File: config.mk
export PLATFORM = sky130hd
export DESIGN_NAME = mem_stage
export DESIGN_NICKNAME = d
export VERILOG_FILES = /design/src/rtl/mem_stage.sv
export SDC_FILE = /design/constraint.sdc
export NUM_CORES = 1
export LEC_CHECK = 0
export CELL_PAD_IN_SITES_DETAIL_PLACEMENT = 1
export CELL_PAD_IN_SITES_GLOBAL_PLACEMENT = 2
export CORE_ASPECT_RATIO = 0.6
export CORE_MARGIN = 5
export CORE_UTILIZATION = 17
export CTS_CLUSTER_DIAMETER = 40
export DETAILED_ROUTE_END_ITERATION = 6
export PLACE_DENSITY_LB_ADDON = 0.12
export SLEW_MARGIN = 10
export SYNTH_ARGS = -nofsm -noshare
export SYNTH_HDL_FRONTEND = slang
export SYNTH_SLANG_ARGS = --single-unit
File: constraint.sdc
create_clock -name clk -period 4.2 [get_ports clk]
set_input_delay 1.26 -clock clk [delete_from_list [all_inputs] [get_ports clk]]
set_output_delay 1.26 -clock clk [all_outputs]
set_load 0.05 [all_outputs]
File: src/rtl/mem_stage.sv
// Memory-access stage: handshaked loads/stores, pipeline stall while a request is outstanding.
// Optional misaligned-access detection when MEM_ALIGN_CHECK_EN is defined.
module mem_stage #(
    parameter int IN_W  = 251,
    parameter int OUT_W = 175
) (
    input  logic             clk,
    input  logic             reset,
    input  logic [0:IN_W-1]  in,
    output logic [0:OUT_W-1] out,
    output logic             mem_stall,
    output logic             dmem_req,
    output logic             dmem_we,
    output logic [0:31]      dmem_addr,
    output logic [0:3]       dmem_be,
    output logic [0:31]      dmem_wdata,
    input  logic [0:31]      dmem_rdata,
    input  logic             dmem_ack,
    output logic             mem_misalign
);

    typedef enum logic [1:0] {
        S_IDLE,
        S_WAIT,
        S_DONE
    } state_t;

    state_t state_q, state_d;

    logic        req_q, req_d;
    logic        we_q, we_d;
    logic [31:0] addr_q, addr_d;
    logic [3:0]  be_q, be_d;
    logic [31:0] wdata_q, wdata_d;
    logic [31:0] ld_q, ld_d;

    logic [31:0] next_pc, opb, alu, rdata;
    logic [4:0]  dest_reg, f_dest_reg;
    logic [63:0] fbus_w;
    logic [1:0]  dsize, off, off_a;
    logic        pc_to_reg, reg_write, mem_to_reg, mem_write;
    logic        load_sign, trap, fp_reg_write;
    logic        is_byte, is_half, is_word;
    logic        memop, misalign, mis_hit;
    logic [3:0]  be_c;
    logic [31:0] wdata_c, load_c;
    logic [7:0]  lane_b;
    logic [15:0] lane_h;
    logic        unused_fields;

    // Unpack into conventional little-endian locals; numeric values are preserved.
    assign next_pc      = in[0:31];
    assign opb          = in[32:63];
    assign dest_reg     = in[64:68];
    assign alu          = in[69:100];
    assign pc_to_reg    = in[101];
    assign reg_write    = in[103];
    assign mem_to_reg   = in[104];
    assign mem_write    = in[105];
    assign load_sign    = in[106];
    assign dsize        = in[107:108];
    assign trap         = in[179];
    assign f_dest_reg   = in[180:184];
    assign fbus_w       = in[185:248];
    assign fp_reg_write = in[249];
    assign rdata        = dmem_rdata;

    assign unused_fields = ^{in[102], in[109:178], in[250]};

    assign is_byte = (dsize == 2'b00);
    assign is_half = (dsize == 2'b01);
    assign is_word = dsize[1];
    assign off     = alu[1:0];
    assign memop   = (mem_to_reg | mem_write) & ~trap;

`ifdef MEM_ALIGN_CHECK_EN
    assign misalign = (is_half & off[0]) | (is_word & (off != 2'b00));
    assign off_a    = off;
`else
    assign misalign = 1'b0;
    assign off_a    = is_word ? 2'b00 : (is_half ? {off[1], 1'b0} : off);
`endif

    always_comb begin
        be_c    = 4'b1111;
        wdata_c = opb;
        unique case (1'b1)
            is_byte: begin
                be_c    = 4'b1000 >> off_a;
                wdata_c = {4{opb[7:0]}};
            end
            is_half: begin
                be_c    = off_a[1] ? 4'b0011 : 4'b1100;
                wdata_c = {2{opb[15:0]}};
            end
            is_word: begin
                be_c    = 4'b1111;
                wdata_c = opb;
            end
        endcase
    end

    // Offset 0 is the most significant byte of the word.
    always_comb begin
        lane_b = 8'h00;
        unique case (off_a)
            2'd0: lane_b = rdata[31:24];
            2'd1: lane_b = rdata[23:16];
            2'd2: lane_b = rdata[15:8];
            2'd3: lane_b = rdata[7:0];
        endcase
        lane_h = off_a[1] ? rdata[15:0] : rdata[31:16];
        load_c = rdata;
        unique case (1'b1)
            is_byte: load_c = {{24{load_sign & lane_b[7]}}, lane_b};
            is_half: load_c = {{16{load_sign & lane_h[15]}}, lane_h};
            is_word: load_c = rdata;
        endcase
    end

    always_comb begin
        state_d   = state_q;
        req_d     = req_q;
        we_d      = we_q;
        addr_d    = addr_q;
        be_d      = be_q;
        wdata_d   = wdata_q;
        ld_d      = ld_q;
        mem_stall = 1'b0;
        mis_hit   = 1'b0;
        unique case (state_q)
            S_IDLE: begin
                mis_hit = memop & misalign;
                if (memop && !misalign) begin
                    mem_stall = 1'b1;
                    req_d     = 1'b1;
                    we_d      = mem_write;
                    addr_d    = {alu[31:2], 2'b00};
                    be_d      = be_c;
                    wdata_d   = wdata_c;
                    state_d   = S_WAIT;
                end
            end
            S_WAIT: begin
                mem_stall = 1'b1;
                if (dmem_ack) begin
                    req_d   = 1'b0;
                    ld_d    = mem_write ? 32'h0 : load_c;
                    state_d = S_DONE;
                end
            end
            S_DONE: state_d = S_IDLE;
            default: state_d = S_IDLE;
        endcase
        if (reset) begin
            mem_stall = 1'b0;
            mis_hit   = 1'b0;
        end
    end

    always_ff @(posedge clk or posedge reset) begin
        if (reset) begin
            state_q <= S_IDLE;
            req_q   <= 1'b0;
            we_q    <= 1'b0;
            addr_q  <= 32'h0;
            be_q    <= 4'h0;
            wdata_q <= 32'h0;
            ld_q    <= 32'h0;
        end else begin
            state_q <= state_d;
            req_q   <= req_d;
            we_q    <= we_d;
            addr_q  <= addr_d;
            be_q    <= be_d;
            wdata_q <= wdata_d;
            ld_q    <= ld_d;
        end
    end

    assign dmem_req     = req_q;
    assign dmem_we      = we_q;
    assign dmem_addr    = addr_q;
    assign dmem_be      = be_q;
    assign dmem_wdata   = wdata_q;
    assign mem_misalign = mis_hit;

    assign out = {
        next_pc,
        alu,
        (state_q == S_DONE) ? ld_q : 32'h0,
        dest_reg,
        reg_write & ~mis_hit,
        mem_to_reg,
        pc_to_reg,
        f_dest_reg,
        fbus_w,
        fp_reg_write,
        trap | mis_hit
    };

endmodule

; ---- After elaboration in Yosys (flattened, before gate mapping)
; Index checks and enable logic that the tools add are counted.
[totals]
output_inout_bits = 247
reg_bits = 102
elab_cells = 48
in_bits = 286
[classes]
reduce_logical = 8
bitwise_logic = 5
shifts = 1
muxes = 19
eq_ne = 8
[op_table]
columns = cell, count
row1 = $pmux 32 s3, 2
row2 = $mux 32, 2
row3 = $pmux 8 s4, 1
row4 = $mux 16, 1
row5 = $pmux 4 s3, 1
row6 = $eq 2x1->1 const B, 3
row7 = $eq 2x2->1 const B, 3
row8 = $logic_not 2->1, 3
row9 = $mux 2, 3
row10 = $reduce_and 2->1, 3
row11 = $mux 1, 5
row12 = $mux 4, 1
row13 = $ne 2x2->1 const B, 2
row14 = $pmux 1 s2, 2
row15 = $pmux 2 s2, 1
row16 = $shr 4x2->4 const A, 1
row17 = $and 1x1->1, 3
row18 = $reduce_and 3->1, 1
row19 = $reduce_bool 2->1, 1
row20 = $not 1->1, 1
row21 = $or 1x1->1, 1

; ---- Longest topological paths before layout
; Gate-level depths: netlist of the first run.
[logic_depth]
word_depth = 8
depth_mapped = 7

; ---- Worst setup path after synthesis of the first run
; Ideal clock, no wire load.
[synth_timing]
path_type = input to output
startpoint = input in[104] (netlist bit)
endpoint = output mem_stall
cell_stages = 4
path_slack_ps = 488
arrival_time_ps = 2452
path_buffers = 0
path_cell_list = nor2_1 nor2_1 nor2_1 nor3_1
[synth_between]
elab_chain_cells = 5
[synth_lines]
columns = element, line_no
row1 = "start, declared", 9  ; input logic [0:IN_W-1] in,
row2 = $or 1x1->1, 74  ; assign memop = (mem_to_reg | mem_write) & ~trap;
row3 = $and 1x1->1, 74
row4 = $mux 1, 134  ; if (memop && !misalign) begin
row5 = $pmux 1 s2, 131  ; unique case (state_q)
row6 = $mux 1, 155  ; if (reset) begin
row7 = "end, declared", 11  ; output logic mem_stall,
; No other way between the ends.

; ---- Worst setup path in the final report of the first run
[layout_timing]
startpoint = input in[83] (netlist bit)
endpoint = output out[46] (netlist bit)
[layout_rtl]
columns = element, line_no
row1 = "end, declared", 10  ; output logic [0:OUT_W-1] out,
; No word-level cell between the ends.

==> reports/metrics.yaml, run 1 <==
outcome:
  outcome: "completed"
sta:
  slew_viol_final: 0
  setup_viol: 0
  post-route-period-util: 0.9103
  worst_slew_pin_slew_ns: 1.166
  timing.setup.tns_ns: 0
  hold_viol: 0
  max_freq_mhz: 261.6
  rsz0062_at_grt: "no"
  slew_headroom: 0.2225
  period_needed_ns: 3.823
  final.setup_skew_ns: 0.006327
final_layout:
  postLayoutCellArea_um2: 8429
  nets: 1004
  drive_above_1_share: 0.1687
  area_growth_pct: 34.26
  diodes: 0
global_route:
  grt_max_degree: 97
  grt_pass1_wl_mm: 37.44
  grt_overflow: 0
  grt_pass1_vias: 5527
  grt.total_usage: 0.1207
  grt_antenna_before_repair: 1
placement:
  place_hpwl_mm: 19.07
  dpl_cell_area_um2: 8107
  place_congestion: 0.7302
  place.port_buffers: 239
logic_synthesis:
  synth_top_area_share: 0.4065
  synth_edf_count: 0
  ys_ff_latch: 102
  syn_avg_cell_area_um2: 9.919
  syn_inst: 633
  ys_types: 37
  synth_area_leaders: "dfrtp_1 41%, buf_4 18%, mux2_2 9.1%"
  ys.flop_type: "dfrtp_1"
  seq_area_frac_synth: 0.4065
  async_flop_share: 1.000
  synth_top_area_cell: "dfrtp_1"
  synth_common_cells: "147 x buf_4, 102 x dfrtp_1, 55 x nand2_1"
  yosysMostFrequentCell: "buf_4"
  ys_warn_count: 0
  syn_area_um2: 6279
drt:
  wl_mm: 25.36
  route.vias.total: 4931
  drc: 0
  postRouteAntennaNets: 0
  via_per_inst: 4.113
  drt-pass1-iter-count: 4
  drt-initial-drc-count: 217
  wl_per_cell_um: 21.15
power_and_ir_drop:
  powerDensity_nw_per_um2: 571.6
  p_leak_nw: 3.466
  irDropWorstVdd_mv: 0.2516
setup_path:
  critical_path.startpoint_type: "primary input"
  cp.arrival_ns: 2.56
  cpMaxStageDelayCell: "clkdlybuf4s50_1"
  crit_chain: "clkdlybuf4s50_1 > clkdlybuf4s50_1"
  path_common_cell: "clkdlybuf4s50_1"
  path_buf_inv: 2
  worstSetupPathType: "primary input to primary output"
  worstPathRequired_ns: 2.94
  slowest_delay_ns: 0.81
  worstSetupEndpointType: "primary output"
  critPathMaxFanout: 2
  path_delay_family: "buffers and inverters"
clock_tree:
  post-cts-setup-buffers: 0
  ctsResizeCount: 0
  numCtsBuffers: 9
  cts.clk_slew.worst_paths_ns: 0.08
  cts_hold_buffers: 0
  tritoncts: "yes"
  clk_path_buf_depth: 2
  cts_root_buf: "clkbuf_16"
  htree_levels: 3
  cts_sinks: 102
  clock_latency_ns: 0.37
job:
  cap_violations: 0
floorplan:
  dieArea_um2: 41000
  rows: 54
  initial_core_util: 0.1724
  core_um2: 36420
  dieHeight_um: 158.9
  die_w_um: 258.1
  ios: 533
hold_path:
  hold_path_class: "register to register"
metrics by stage:
stage,power [mW],instances,hold WS (ns),setup WS (ns),util
after CTS,4.911,1199,0.4919,0.3722,0.2315
final,4.819,1199,0.4823,0.3769,0.2315
after detailed placement,3.898,1183,0.4739,0.3771,0.2226
after global placement,3.875,1183,0.4668,0.3814,0.2226
after global routing,5.066,1199,0.5151,0.3425,0.2315
after floorplan,3.274,635,0.4490,0.2645,-
kinds of logic after synthesis:
group	after synthesis	share of synthesized area
mux	88	0.1536
flops	102	0.4065
compound gates	90	0.09765
other cells	1	0.0005973
simple gates	162	0.1329
buf+inv	190	0.2086
path summary, 6_finish.rpt:
kind,from,endpoint,slack (ns),cells after the start
max,in[83],out[46],0.38,2
min in group asynchronous,reset,dmem_we,1.39,2
min reg2reg,dmem_wdata[22],dmem_wdata[22],0.48,2
max in group asynchronous,reset,ld_q[2],2.00,3
min,dmem_wdata[22],dmem_wdata[22],0.48,2
max reg2reg,state_q[0],dmem_addr[19],2.13,2
area by class of cell:
class,count,area [µm²]
clock buffer,10,239.0
clock inverter,6,83.83
fill,4135,27990
inverter,5,21.27
multi-input combinational,343,2435
sequential,102,2552
tap,476,595.6
timing repair buffer,257,2502
registers in the layout, summed over array words and instances, names as in the netlist:
name,flops
dmem_we,1
dmem_be,4
state_q,2
ld_q,32
dmem_req,1
dmem_addr,30
dmem_wdata,32
where the power goes:
group	total [mW]	switching [mW]	internal, mW	leakage, nW
clock	0.970	0.431	0.539	0.163
sequential	1.52	0.192	1.33	1.25
combinational	2.33	1.50	0.826	2.05
layout by cell type, fill, tap and decap left out, types with 4 or more instances in the layout:
cell             instances
nor2b_1                  4
nand3_1                  9
o21ai_0                 28
o211ai_1                 7
dfrtp_1                102
mux2_2                  51
a22oi_1                 17
clkbuf_16                9
nand2b_1                16
mux2_4                   4
nand2_1                 55
and2_1                  32
nor2_1                  19
buf_4                   38
a31oi_1                  6
nand4_1                 15
mux2i_1                 33
clkdlybuf4s50_1        215
inv_1                    4
a21oi_1                 10
a32oi_1                 15
per-layer routing:
metal / part of all wire / wire [µm] / track usage / up-vias
li1: - / - / - / 2199
met1: 0.49 / 12340 / 0.1635 / 2522
met2: 0.44 / 11200 / 0.1836 / 194
met3: 0.063 / 1600 / 0.04794 / 14
met4: 0.0080 / 202 / 0.02352 / 2
met5: 0.00051 / 13 / 0 / -
Note: power is estimated with default switching activity, not from simulation.
==> run 2: changes to the inputs <==
--- a/config.mk
+++ b/config.mk
@@ -13,6 +13,7 @@
 export CTS_CLUSTER_DIAMETER = 40
 export DETAILED_ROUTE_END_ITERATION = 6
 export PLACE_DENSITY_LB_ADDON = 0.12
+export SKIP_LAST_GASP = 1
 export SLEW_MARGIN = 10
 export SYNTH_ARGS = -nofsm -noshare
 export SYNTH_HDL_FRONTEND = slang
==> results of run 2 <==
No change in the layout: final DEF, timing and power equal those of run 1.
